File: src/rtl/irq_ctrl_pkg.sv
// Shared FSM state type and register offsets for the interrupt controller.
package irq_ctrl_pkg;

  typedef enum logic [1:0] {
    IDLE    = 2'd0,
    REQ     = 2'd1,
    SERVICE = 2'd2
  } state_t;

  localparam logic [3:0] OFF_PENDING = 4'h0;
  localparam logic [3:0] OFF_ENABLE  = 4'h4;
  localparam logic [3:0] OFF_CLAIM   = 4'h8;
  localparam logic [3:0] OFF_EOI     = 4'hC;

endpackage

File: src/rtl/irq_prio_enc.sv
// Combinational lowest-index-first priority encoder over up to 31 request lines.
module irq_prio_enc #(
  parameter int N = 8
) (
  input  logic [N-1:0] req,
  output logic         vld,
  output logic [4:0]   id
);

  always_comb begin
    vld = |req;
    id  = '0;
    // Scan downward so the lowest set index is the last one written.
    for (int i = N - 1; i >= 0; i--) begin
      if (req[i]) id = 5'(i);
    end
  end

endmodule

File: src/rtl/irq_controller.sv
// Edge-triggered interrupt controller with PENDING/ENABLE/CLAIM/EOI registers.
// Define IRQ_CTRL_LEVEL_EN to make sources level-sensitive instead.
module irq_controller
  import irq_ctrl_pkg::*;
#(
  parameter int          N_SRC     = 8,
  parameter logic [31:0] BASE_ADDR = 32'h0000_1000
) (
  input  logic             clk,
  input  logic             reset,
  input  logic [N_SRC-1:0] src,
  output logic             I_Req,
  input  logic             IACK,
  input  logic [31:0]      Data_addr,
  input  logic [31:0]      Wdata,
  input  logic [3:0]       we,
  output logic [31:0]      Rdata
);

  logic             sel;
  logic             wr;
  logic [3:0]       off;
  logic [N_SRC-1:0] pending;
  logic [N_SRC-1:0] enable;
  logic [N_SRC-1:0] set_mask;
  logic [N_SRC-1:0] w1c_mask;
  logic [N_SRC-1:0] ack_mask;
  logic             prio_vld;
  logic [4:0]       prio_id;
  logic [4:0]       cur_id;
  state_t           state;
  logic             unused_wdata;

  assign sel          = (Data_addr[31:4] == BASE_ADDR[31:4]);
  assign wr           = sel && (we != 4'b0000);
  assign off          = Data_addr[3:0];
  assign unused_wdata = ^Wdata;

`ifdef IRQ_CTRL_LEVEL_EN
  assign set_mask = src;
`else
  logic [N_SRC-1:0] src_q;

  always_ff @(posedge clk) begin
    if (reset) src_q <= '0;
    else       src_q <= src;
  end

  assign set_mask = src & ~src_q;
`endif

  assign w1c_mask = (wr && off == OFF_PENDING) ? Wdata[N_SRC-1:0] : '0;
  assign ack_mask = (state == REQ && IACK) ? (N_SRC'(1) << cur_id) : '0;

  irq_prio_enc #(.N(N_SRC)) u_prio_enc (
    .req (pending & enable),
    .vld (prio_vld),
    .id  (prio_id)
  );

  // New source activity is OR-ed in last so it survives a same-cycle clear.
  always_ff @(posedge clk) begin
    if (reset) begin
      pending <= '0;
      enable  <= '0;
    end else begin
      pending <= (pending & ~(w1c_mask | ack_mask)) | set_mask;
      if (wr && off == OFF_ENABLE) enable <= Wdata[N_SRC-1:0];
    end
  end

  always_ff @(posedge clk) begin
    if (reset) begin
      state  <= IDLE;
      cur_id <= '0;
      I_Req  <= 1'b0;
    end else begin
      case (state)
        IDLE: begin
          if (prio_vld) begin
            cur_id <= prio_id;
            state  <= REQ;
            I_Req  <= 1'b1;
          end
        end
        REQ: begin
          if (IACK) begin
            state <= SERVICE;
            I_Req <= 1'b0;
          end
        end
        SERVICE: begin
          if (wr && off == OFF_EOI) state <= IDLE;
        end
        default: begin
          state <= IDLE;
          I_Req <= 1'b0;
        end
      endcase
    end
  end

  always_comb begin
    Rdata = '0;
    if (sel) begin
      case (off)
        OFF_PENDING: Rdata = 32'(pending);
        OFF_ENABLE:  Rdata = 32'(enable);
        OFF_CLAIM:   Rdata = {(state == SERVICE), 26'b0, cur_id};
        default:     Rdata = '0;
      endcase
    end
  end

endmodule

File: config.mk
export PLATFORM = sky130hd
export DESIGN_NAME = irq_controller
export DESIGN_NICKNAME = d
export VERILOG_FILES = /design/src/rtl/irq_ctrl_pkg.sv /design/src/rtl/irq_prio_enc.sv /design/src/rtl/irq_controller.sv
export SDC_FILE = /design/constraint.sdc
export NUM_CORES = 1
export LEC_CHECK = 0
export ABC_AREA = 1
export CAP_MARGIN = 5
export CORE_AREA = 2 2 73 75
export CTS_BUF_LIST = sky130_fd_sc_hd__clkbuf_4 sky130_fd_sc_hd__clkbuf_8
export DETAILED_ROUTE_END_ITERATION = 8
export DIE_AREA = 0 0 75 77
export PLACE_DENSITY = 0.9
export RECOVER_POWER = 50
export SETUP_SLACK_MARGIN = 0.4
export SYNTH_ARGS = -nofsm -noshare
export SYNTH_HDL_FRONTEND = slang
export SYNTH_SLANG_ARGS = --single-unit
File: constraint.sdc
create_clock -name clk -period 2.4 [get_ports clk]
set_input_delay 0.72 -clock clk [delete_from_list [all_inputs] [get_ports clk]]
set_output_delay 0.72 -clock clk [all_outputs]
set_load 0.02 [all_outputs]
**Word level (Yosys, flattened, before mapping)**

Cells that the tools add are included.

- Bits in registers: 32
- Input bits: 79
- Output and inout bits: 33

- Equality and inequality tests: 9
- Shift operators: 1
- Multiplexer cells: 19
- Bitwise logic cells: 8
- Reductions and logical operators: 12

Operator list:

| kind | count |
|---|---|
| $pmux 32 s3 | 1 |
| $mux 32 | 1 |
| $eq 28x9->1 const B | 1 |
| $and 8x8->8 | 3 |
| $mux 3 | 8 |
| $mux 8 | 2 |
| $not 8->8 | 2 |
| $or 8x8->8 | 2 |
| $eq 4x4->1 const B | 2 |
| $reduce_or 8->1 | 1 |
| $shl 1x5->8 const A | 1 |
| $mux 2 | 3 |
| $ne 2x2->1 const B | 3 |
| $pmux 2 s3 | 1 |
| $reduce_and 3->1 | 2 |
| $logic_and 1x1->1 | 5 |
| $eq 4x3->1 const B | 1 |
| $logic_not 4->1 | 1 |
| $reduce_bool 4->1 | 1 |
| $pmux 1 s3 | 1 |
| $eq 2x1->1 const B | 1 |
| $eq 2x2->1 const B | 1 |
| $logic_not 2->1 | 1 |
| $mux 1 | 2 |
| 2 further kinds | 2 |

**Longest topological paths before layout**

- Word-level depth: 9
- Depth in mapped cells: 11

**Modules after synthesis**

A second synthesis with hierarchy kept.

- Cells, all modules: 324
- Area total of the unflattened synthesis: 2060.7 sq um

By module, submodules not included:

| module | instances | cells an instance | area an instance (sq um) | seq. area each (sq um) |
|---|---|---|---|---|
| irq_controller | 1 | 299 | 1943.1 | 640.6 |
| irq_prio_enc | 1 | 25 | 117.6 | 0.0 |

**Worst setup path before layout**

Ideal clock, no wire load.

- Path kind: input -> output
- From: input Data_addr[27]
- To: output Rdata[0]
- Arrival: 1806 ps
- Data required time: 1680 ps
- Setup slack: -126 ps
- Stages: 7
- Path buffers: 0
- Cells stage by stage: nor2_1 -> nand2_1 -> nor2_2 -> nand2_2 -> nor2_4 -> nand3_1 -> a31oi_1

- Word-level cells in the longest chain between the ends: 2

RTL lines:

| what | RTL line | text |
|---|---|---|
| from (decl) | irq_controller.sv:14 | `input logic [31:0] Data_addr,` |
| $eq 28x9->1 | irq_controller.sv:34 | `assign sel = (Data_addr[31:4] == BASE_ADDR[31:4]);` |
| $mux 32 | irq_controller.sv:105 | `if (sel) begin` |
| to (decl) | irq_controller.sv:17 | `output logic [31:0] Rdata` |

No other way between the ends.

**Worst setup path in the final report**

- From: input Data_addr[10]
- To: output Rdata[0]

The elaborated chain is that of the path after synthesis.

==> results_dict.tcl <==
set metrics [dict create \
    status "finished with violations" \
    violations "setup timing" \
    dr.first_iter.drc_count 88 \
    ys_types 23 \
    clockBufferDepth 2 \
    dp_slack_ns -1.020 \
    postSynthCellCount 302 \
    hp-class "register to register" \
    final_hold_viol_count 0 \
    rsz0062_at_grt "true" \
    pin_count 112 \
    globalplace.congestion 0.8553 \
    synth_top_cells_by_area "dfxtp_1, nand2_1, nor2_1" \
    syn_area_um2 1831 \
    ir_drop_uv 368.4 \
    gr-usage-met2_pct 32.89 \
    grt_pass1_wl_um 8480 \
    initial_core_util_pct 36.78 \
    ys_seq_area_share_pct 32.81 \
    clk_latency_ns 0.28 \
    finalMaxSlewViolations 0 \
    grtUsageMet1_pct 20.70 \
    slew_headroom_pct 42.63 \
    power_frac_clock_pct 35.2 \
    dp_hpwl_um 3903 \
    ctsHtreeMaxLevel 2 \
    drc 0 \
    fp.dieH_um 77 \
    num-fill-cells 481 \
    port_buffers 64 \
    start_kind "input port" \
    seqPwrFrac_pct 46.6 \
    ys_warn_count 0 \
    worst_ep_required_time_ns 1.68 \
    syn_to_final_growth_pct 63.09 \
    row_count 26 \
    grt_max_degree 20 \
    synth_top_cell_area_share_pct 32.81 \
    p_int_mw 0.8411 \
    min_period_ns 2.573 \
    seq_area_um2 600.6 \
    ant_nets 0 \
    diodes 0 \
    clk_pin_slew_ns 0.06 \
    path_max_fanout 7 \
    grt_pass1_vias 2085 \
    use_met3_pct 5.519 \
    nets 474 \
    combinationalPowerShare_pct 18.2 \
    antenna_found_initial 0 \
    cts_tree "done" \
    utilization_pct 59.98 \
    via_per_inst 4.557 \
    cp-end-kind "output pin" \
    multi_input_area_um2 1249 \
    layout-drive-gt1-share_pct 33.16 \
    critPathKind "input port to output pin" \
    core_area_um2 4977 \
    setup_ws_ns -0.1726 \
    layout_commonest_cell "nand2_1" \
    stdcell_area_um2 2985 \
    p_sw_share_pct 26.45 \
    hold_ws_ns 0.4582 \
    grt_usage_pct 18.86 \
    grt-busiest-layer "met2" \
    numCtsBuffers 5 \
    min_period_over_period_pct 107.2 \
    wl_um 5602 \
    die_x_um 75 \
    dieArea_um2 5775 \
    finalSetupViolCount 9 \
    fin_total_pwr_mw 1.144 \
    p_per_area_nw_per_um2 383.0 \
    synth_area_leader_cell "dfxtp_1" \
    ys_async_sr_fraction_pct 0 \
    clock.fmax_mhz 388.7 \
    synth_flop_cell "dfxtp_1" \
    synth-seq-cells 30 \
    final_cell_mix "nand2_1, nor2_1, inv_1" \
    crit_arrival_ns 1.85 \
    synth-edff-count 0 \
    syn-mean-instance-area_um2 6.061 \
    p_leak_nw 1.393 \
    drv_cap 0 \
    tightest_slew_ns 0.8606 \
    wl_per_cell_um 12.05 \
    clockRootBuffer "clkbuf_8" \
    dpl_cell_area_um2 2706 \
    clock-sinks 30 \
    drt-pass1-iter-count 4 \
    grt_overflow_total 0 \
    p_switching_mw 0.3024 \
    skew_ns 0.002959 \
    vias 2119 \
]
[state kept, by name, indices dropped and copies added (netlist names)]
register / count
I_Req: 1
state: 2
cur_id: 3
pending: 8
src_q: 8
enable: 8
[cell type report]
class                      count  area share (%)
sequential                    30           20.12
clock buffer                   7           2.808
tap                           70           2.934
multi-input combinational    225           41.83
timing repair inverter         1          0.2934
timing repair buffer          88           26.32
inverter                      44           5.700
[per-stage QoR]
step / TNS [ns] / std cells
final: -1.268 / 465
after detailed placement: -8.880 / 447
after global routing: -1.746 / 465
after CTS: -1.435 / 463
after global placement: -8.431 / 447
after floorplan: -0.03940 / 324
[Yosys cell counts, types with 2 or more instances]
library cell,number
clkinv_1,2
a21oi_1,10
nand2_2,3
nand3_1,6
nor2_2,2
inv_1,41
buf_4,24
nand2_1,88
nor2_1,60
nor4_1,8
o21ai_0,14
a31oi_1,4
dfxtp_1,30
[logic make-up after synthesis]
family | after synthesis | synth area share (%)
flip-flops | 30 | 32.81
AO/OA/AOI/OAI | 28 | 7.929
other | 1 | 0.2049
buffers and inverters | 70 | 19.69
AND/OR/NAND/NOR | 173 | 39.37
[critical path, stage by stage]
cell and delay, ns:
buf_6 0.10, nor2_4 0.10, nand2_2 0.08, nor2_4 0.12
nand2_2 0.07, nor2_4 0.11, nand3_4 0.09, buf_12 0.16
a31oi_4 0.15, buf_6 0.14
[final timing paths]
kind	cells after the start	slack, ns	endpoint	startpoint
hold reg to reg	3	0.46	pending[0]	src_q[0]
hold / removal	3	0.46	pending[0]	src_q[0]
setup reg to reg	5	1.00	pending[3]	state[0]
setup / recovery	10	-0.17	Rdata[0]	Data_addr[10]
[metal layers]
layer	vias up	part of all wire [%]
met5	-	0
met4	0	1.7
met3	9	11
met2	109	49
met1	940	38
li1	1061	-
[power by group through the flow]
stage	clock network (mW)	registers [mW]	logic [mW]
floorplan	0	0.538	0.112
global placement	0	0.541	0.192
detailed placement	0	0.542	0.195
CTS	0.409	0.532	0.194
global route	0.430	0.534	0.230
finish	0.403	0.532	0.208
[repair_timing]
item                       in CTS  in global routing
resized for setup             182                 45
pin swaps                      36                 25
setup buffers                   8                  1
gates cloned                    1                  1
hold buffers                    0                  0
setup endpoints to repair      25                 20
Note: power is estimated with default switching activity, not from simulation.
